[src/rtl/call_sched_pkg.sv]
// Shared definitions for the elevator call scheduler: FSM encoding, sweep
// direction constants and watchdog sizing.
package call_sched_pkg;

    typedef enum logic [1:0] {
        ST_IDLE      = 2'd0,
        ST_SELECT    = 2'd1,
        ST_OFFER     = 2'd2,
        ST_WAIT_DONE = 2'd3
    } state_e;

    localparam logic DIR_UP   = 1'b1;
    localparam logic DIR_DOWN = 1'b0;

    localparam int unsigned WDOG_W         = 8;
    localparam int unsigned TIMEOUT_CYCLES = 255;

endpackage

[src/rtl/call_sched_if.sv]
// Target-offer handshake between the call scheduler and the lift controller.
interface call_sched_if #(
    parameter int unsigned FLOOR_W = 3
);
    logic [FLOOR_W-1:0] elev_f_i;
    logic               busy_i;
    logic               req_ack_i;
    logic               req_valid_o;
    logic [FLOOR_W-1:0] req_floor_o;

    modport master (
        input  elev_f_i, busy_i, req_ack_i,
        output req_valid_o, req_floor_o
    );

    modport slave (
        output elev_f_i, busy_i, req_ack_i,
        input  req_valid_o, req_floor_o
    );
endinterface

[src/rtl/call_pick.sv]
// Combinational sweep selection: current floor first, then nearest pending
// floor in the sweep direction, otherwise reverse and take the nearest.
module call_pick
    import call_sched_pkg::*;
#(
    parameter int unsigned NUM_FLOORS = 8,
    parameter int unsigned FLOOR_W    = 3
) (
    input  logic [NUM_FLOORS-1:0] pending_i,
    input  logic [FLOOR_W-1:0]    elev_f_i,
    input  logic                  dir_i,
    output logic [FLOOR_W-1:0]    target_o,
    output logic                  dir_o,
    output logic                  found_o
);
    localparam int unsigned IDX_W = (NUM_FLOORS > 1) ? $clog2(NUM_FLOORS) : 1;

    logic [FLOOR_W-1:0] elev_c;
    logic [FLOOR_W-1:0] up_f;
    logic [FLOOR_W-1:0] dn_f;
    logic               here;
    logic               up_found;
    logic               dn_found;

    always_comb begin
        elev_c   = (32'(elev_f_i) >= NUM_FLOORS) ? FLOOR_W'(NUM_FLOORS - 1) : elev_f_i;
        here     = 1'b0;
        up_found = 1'b0;
        dn_found = 1'b0;
        up_f     = '0;
        dn_f     = '0;
        // Ascending scan: first hit above is the nearest up, last hit below the nearest down.
        for (int unsigned f = 0; f < NUM_FLOORS; f++) begin
            if (pending_i[IDX_W'(f)]) begin
                if (FLOOR_W'(f) == elev_c) here = 1'b1;
                if (FLOOR_W'(f) < elev_c) begin
                    dn_f     = FLOOR_W'(f);
                    dn_found = 1'b1;
                end
                if ((FLOOR_W'(f) > elev_c) && !up_found) begin
                    up_f     = FLOOR_W'(f);
                    up_found = 1'b1;
                end
            end
        end

        found_o  = here | up_found | dn_found;
        target_o = elev_c;
        dir_o    = dir_i;
        if (!here) begin
            if (dir_i == DIR_UP) begin
                if (up_found) begin
                    target_o = up_f;
                end else if (dn_found) begin
                    target_o = dn_f;
                    dir_o    = DIR_DOWN;
                end
            end else begin
                if (dn_found) begin
                    target_o = dn_f;
                end else if (up_found) begin
                    target_o = up_f;
                    dir_o    = DIR_UP;
                end
            end
        end
    end
endmodule

[src/rtl/call_scheduler.sv]
// Elevator call scheduler: latches hall/cab calls and offers sweep-ordered
// targets to the lift controller. Optional watchdog: CALL_SCHED_TIMEOUT_EN.
module call_scheduler
    import call_sched_pkg::*;
#(
    parameter int unsigned NUM_FLOORS = 8,
    parameter int unsigned FLOOR_W    = 3
) (
    input  logic                  clk,
    input  logic                  rst_n,
    input  logic [NUM_FLOORS-1:0] hall_call,
    input  logic [NUM_FLOORS-1:0] cab_call,
    call_sched_if.master          lift,
    output logic                  dir_o,
    output logic [NUM_FLOORS-1:0] pending_o,
    output logic                  timeout_o
);
    state_e                  state_q, state_d;
    logic [NUM_FLOORS-1:0]   pending_q, pending_d;
    logic                    dir_q, dir_d;
    logic                    req_valid_q, req_valid_d;
    logic [FLOOR_W-1:0]      req_floor_q, req_floor_d;
    logic [NUM_FLOORS-1:0]   floor_mask_c;
    logic [FLOOR_W-1:0]      pick_floor;
    logic                    pick_dir;
    logic                    pick_found;
`ifdef CALL_SCHED_TIMEOUT_EN
    logic [WDOG_W-1:0]       wdog_q, wdog_d;
    logic                    timeout_q, timeout_d;
`endif

    call_pick #(
        .NUM_FLOORS (NUM_FLOORS),
        .FLOOR_W    (FLOOR_W)
    ) u_pick (
        .pending_i (pending_q),
        .elev_f_i  (lift.elev_f_i),
        .dir_i     (dir_q),
        .target_o  (pick_floor),
        .dir_o     (pick_dir),
        .found_o   (pick_found)
    );

    assign floor_mask_c = NUM_FLOORS'(1) << req_floor_q;

    always_comb begin
        state_d     = state_q;
        pending_d   = pending_q;
        dir_d       = dir_q;
        req_floor_d = req_floor_q;
`ifdef CALL_SCHED_TIMEOUT_EN
        wdog_d      = wdog_q;
        timeout_d   = 1'b0;
`endif
        case (state_q)
            ST_IDLE: begin
                if (|pending_q) state_d = ST_SELECT;
            end
            ST_SELECT: begin
                if (pick_found) begin
                    state_d     = ST_OFFER;
                    req_floor_d = pick_floor;
                    dir_d       = pick_dir;
                end else begin
                    state_d = ST_IDLE;
                end
            end
            ST_OFFER: begin
                if (lift.req_ack_i) begin
                    state_d   = ST_WAIT_DONE;
                    pending_d = pending_q & ~floor_mask_c;
`ifdef CALL_SCHED_TIMEOUT_EN
                    wdog_d    = '0;
`endif
                end
            end
            ST_WAIT_DONE: begin
                if (!lift.busy_i && (lift.elev_f_i == req_floor_q)) begin
                    state_d = ST_IDLE;
                end
`ifdef CALL_SCHED_TIMEOUT_EN
                else begin
                    wdog_d = wdog_q + WDOG_W'(1);
                    // Give up on a stuck car: requeue its target and report.
                    if (wdog_d == WDOG_W'(TIMEOUT_CYCLES)) begin
                        state_d   = ST_IDLE;
                        timeout_d = 1'b1;
                        pending_d = pending_q | floor_mask_c;
                    end
                end
`endif
            end
            default: state_d = ST_IDLE;
        endcase
        // New calls are ORed last so they beat a same-cycle clear.
        pending_d   = pending_d | hall_call | cab_call;
        req_valid_d = (state_d == ST_OFFER);
    end

    always_ff @(posedge clk) begin
        if (!rst_n) begin
            state_q     <= ST_IDLE;
            pending_q   <= '0;
            dir_q       <= DIR_UP;
            req_valid_q <= 1'b0;
            req_floor_q <= '0;
`ifdef CALL_SCHED_TIMEOUT_EN
            wdog_q      <= '0;
            timeout_q   <= 1'b0;
`endif
        end else begin
            state_q     <= state_d;
            pending_q   <= pending_d;
            dir_q       <= dir_d;
            req_valid_q <= req_valid_d;
            req_floor_q <= req_floor_d;
`ifdef CALL_SCHED_TIMEOUT_EN
            wdog_q      <= wdog_d;
            timeout_q   <= timeout_d;
`endif
        end
    end

    assign lift.req_valid_o = req_valid_q;
    assign lift.req_floor_o = req_floor_q;
    assign dir_o            = dir_q;
    assign pending_o        = pending_q;
`ifdef CALL_SCHED_TIMEOUT_EN
    assign timeout_o        = timeout_q;
`else
    assign timeout_o        = 1'b0;
`endif

endmodule

[src/flat_wrapper.sv]
// flat-port wrapper written by rule: the top's interface ports become plain ports
module call_scheduler_flat import call_sched_pkg::*;
#(
    parameter int unsigned NUM_FLOORS = 8,
    parameter int unsigned FLOOR_W    = 3
)
  (clk, rst_n, hall_call, cab_call, dir_o, pending_o, timeout_o, lift_elev_f_i, lift_busy_i, lift_req_ack_i, lift_req_valid_o, lift_req_floor_o);
  call_sched_if #(.FLOOR_W(FLOOR_W)) lift_i ();
  input  logic clk;
  input  logic rst_n;
  input  logic [NUM_FLOORS-1:0] hall_call;
  input  logic [NUM_FLOORS-1:0] cab_call;
  output logic dir_o;
  output logic [NUM_FLOORS-1:0] pending_o;
  output logic timeout_o;
  input wire logic [$bits(lift_i.elev_f_i)-1:0] lift_elev_f_i;
  input wire logic [$bits(lift_i.busy_i)-1:0] lift_busy_i;
  input wire logic [$bits(lift_i.req_ack_i)-1:0] lift_req_ack_i;
  output wire logic [$bits(lift_i.req_valid_o)-1:0] lift_req_valid_o;
  output wire logic [$bits(lift_i.req_floor_o)-1:0] lift_req_floor_o;
  assign lift_i.elev_f_i = lift_elev_f_i;
  assign lift_i.busy_i = lift_busy_i;
  assign lift_i.req_ack_i = lift_req_ack_i;
  assign lift_req_valid_o = lift_i.req_valid_o;
  assign lift_req_floor_o = lift_i.req_floor_o;
  call_scheduler #(.NUM_FLOORS(NUM_FLOORS), .FLOOR_W(FLOOR_W)) u_core (.clk(clk), .rst_n(rst_n), .hall_call(hall_call), .cab_call(cab_call), .lift(lift_i), .dir_o(dir_o), .pending_o(pending_o), .timeout_o(timeout_o));
endmodule
[config.mk]
export PLATFORM = sky130hd
export DESIGN_NAME = call_scheduler_flat
export DESIGN_NICKNAME = d
export VERILOG_FILES = /design/src/rtl/call_sched_pkg.sv /design/src/rtl/call_sched_if.sv /design/src/rtl/call_pick.sv /design/src/rtl/call_scheduler.sv /design/src/flat_wrapper.sv
export SDC_FILE = /design/constraint.sdc
export NUM_CORES = 1
export LEC_CHECK = 0
export CAP_MARGIN = 15
export CORE_MARGIN = 8
export CORE_UTILIZATION = 40
export DETAILED_ROUTE_END_ITERATION = 10
export PLACE_DENSITY_LB_ADDON = 0.3
export SLEW_MARGIN = 0
export SYNTH_ARGS = -nofsm -noshare
export SYNTH_HDL_FRONTEND = slang
export SYNTH_SLANG_ARGS = --single-unit
[constraint.sdc]
create_clock -name clk -period 1.88 [get_ports clk]
set_input_delay 0.376 -clock clk [delete_from_list [all_inputs] [get_ports clk]]
set_output_delay 0.376 -clock clk [all_outputs]
set_load 0.1 [all_outputs]
==> flow_summary.ini <==
[setup_path]
startpoint = u_core.pending_o[3]
cp_max_fo = 7
critical_path.max_stage_delay_ns = 0.49
cp_slowest_cell = mux4_2
required_ns = 2.03
reg2reg_from = u_core.pending_o[3]
crit_path_end_kind = flop
path_cells = a21o_1 -> mux4_2 -> mux2i_4 -> a31oi_4 -> o21ai_1 -> a41oi_1
critPathLaunchType = flop
crit_arrival_ns = 1.98
critPathKind = reg2reg
path_buf_inv = 0
path_delay_family = multiplexers

[yosys]
async_reset_ff_frac = 0
yosysTopAreaCellShare = 0.243
yosys.area_share.simple = 0.218
syn_nets = 187
synth_top_cell_by_area = dfxtp_1
ys_ff_latch = 15
synth_flop_cell = dfxtp_1
synth_edf_count = 0
syn-cell-area_sq_um = 1240
synth_seq_area_share = 0.243
ys_types = 53
synth_warnings = 0
synth_xor_area_frac = 0.0213
netlist_instances = 164
synth_top_family_by_area = compound AO/OA/AOI/OAI gates
synth_compound_area_frac = 0.389
synth_adder_area_share = 0
synth_area_leaders = dfxtp_1 (24%), a21oi_1 (10%), o21ai_0 (4.9%)
avgSynthCellArea_sq_um = 7.54
synthMuxAreaShare = 0.0628

[hold_path]
hold_path.class = reg2reg
worstHoldStart = u_core.pending_o[1]

[floorplan]
core_region_area_sq_um = 3000
die_width_um = 71.6
dieArea_sq_um = 5130
start_util = 0.412
row_count = 20
die_h_um = 71.6
io_pins = 37

[grt]
grt_max_degree = 18
grt_pass1_wl_um = 6890
grt_pass1_vias = 1526
grt_overflow_total = 0
grt_usage = 0.162
antenna_found_initial = 0

[drt]
ant_nets = 0
route.met2.wl_um = 2060
avgRoutedWirePerCell_um = 16.6
wl_met3_um = 346
maxUsedRoutingLayer = met4
via_count = 1511
first_pass_iters = 4
vias_per_cell = 6.00
drt-met1-wl_um = 1720
routed_wl_um = 4180
dr.first_iter.drc_count = 146
drc = 0

[job]
max-cap-violations = 0

[sta]
fmax_mhz = 546
rsz0062_at_grt = yes
drv_slew = 0
period_needed_ns = 1.83
hold_violations = 0
hold_slack_ns = 0.517
fin_worst_skew_ns = 0.00226
finalSetupViolations = 0
tns_ns = 0
fin_crit_sh = 0.974

[finish]
drive_gt1_frac = 0.311
final_util = 0.659
fin_cells = 252
syn_to_final_growth_pct = 60.0
antenna_cells = 0
stdcell_area_sq_um = 1980
fin_nets = 243

[placed_design]
port_buffers = 35
placed_cell_area_sq_um = 1870
dpl.hpwl_um = 3120
dp_cells = 243
gp_congestion = 0.970

[cts]
cts_max_level = 1
cts_buffer_depth = 2
root_buffer = clkbuf_4
numCtsBuffers = 3
cts_tree = yes
clk_pin_slew_worst_paths_ns = 0.09
ctsHoldBuffers = 0
clock-sinks = 15
clkLatencyLatePin_ns = 0.28

[power]
leakagePower_nw = 0.794
peakVddDrop_uv = 555
power_density_nw_per_um2 = 675

[status]
outcome = completed
-- worst reg2reg max path: stages (launching register included) --
cell and delay (ns):
dfxtp_4 0.38, a21o_1 0.17, mux4_2 0.49, mux2i_4 0.27, a31oi_4 0.17, o21ai_1 0.15
a41oi_1 0.07
-- Yosys cell counts, drive strengths merged, types with 2 or more instances --
master	number
a211oi	3
a21boi	2
a21oi	25
a221o	2
a31oi	4
buf	8
clkbuf	3
dfxtp	15
inv	5
mux2i	2
mux4	2
nand2	12
nand2b	6
nand3	2
nand4	2
nand4b	2
nor2	14
nor2b	4
nor3	3
nor3b	2
o211ai	2
o21a	2
o21ai	17
o31ai	4
xor2	3
-- per-layer routing --
metal  up-vias  track usage
li1        722            -
met1       712        0.191
met2        71        0.274
met3         6       0.0363
met4         0       0.0680
met5         -            0
-- cells by family (layout without fill, tap and decap cells) --
kind of cell              after synthesis  after routing
DFF                                    15             15
other                                   1              1
buffers and inverters                  16             71
muxes                                   4              4
and+or+nand+nor                        51             51
AOI/OAI and AO/OA                      74             74
xor gates and xnor gates                3              3
-- cells in the final DEF, fill, tap and decap left out, types with 4 or more instances in the layout --
cell             count
buf_4               26
a21oi_1             24
clkdlybuf4s50_1     19
nor2_1              13
o21ai_0             12
buf_12              12
nand2_1             11
dfxtp_1              7
nand2b_1             6
dfxtp_2              6
inv_1                4
-- state kept, by name, summed over array words and instances (netlist names) --
register,count
u_core.lift.req_floor_o,3
u_core.state_q,2
u_core.lift.req_valid_o,1
u_core.pending_o,8
u_core.dir_o,1
-- power by group --
part | internal [W] | switching, W | leakage (nW)
registers | 0.000353 | 0.0000658 | 0.127
logic | 0.000308 | 0.000418 | 0.652
clock network | 0.0000824 | 0.000108 | 0.0150
total | 0.000743 | 0.000592 | 0.794
-- timing repair --
action / in CTS / in global routing
pin swaps: 3 / 3
hold endpoints to repair: 0 / 0
setup endpoints to repair: 7 / 6
gates cloned: 0 / 0
gates resized for setup: 12 / 9
buffers inserted: 2 / 3
-- worst paths after layout --
check	depth (start not counted)	slack (ns)	to
worst min register to register	2	0.52	u_core.pending_o[1]
worst max-delay path	6	0.05	u_core.lift.req_floor_o[2]
worst min-delay path	2	0.52	u_core.pending_o[1]
worst max register to register	6	0.05	u_core.lift.req_floor_o[2]
-- final cells by class --
| cell class | count | area (sq um) |
|---|---|---|
| Sequential cell | 15 | 315 |
| Fill cell | 239 | 1020 |
| Clock buffer | 4 | 26.3 |
| Timing Repair Buffer | 62 | 671 |
| Inverter | 5 | 18.8 |
| Multi-Input combinational cell | 133 | 906 |
| Tap cell | 33 | 41.3 |
-- per-stage QoR --
stage | worst slack [ns] | power, W
after global placement | -0.537 | 0.00110
after floorplan | -0.109 | 0.000849
after detailed placement | -0.582 | 0.00111
after CTS | 0.0288 | 0.00131
after global routing | -0.0182 | 0.00140
final | 0.0484 | 0.00133
(Power assumes the default switching activity.)
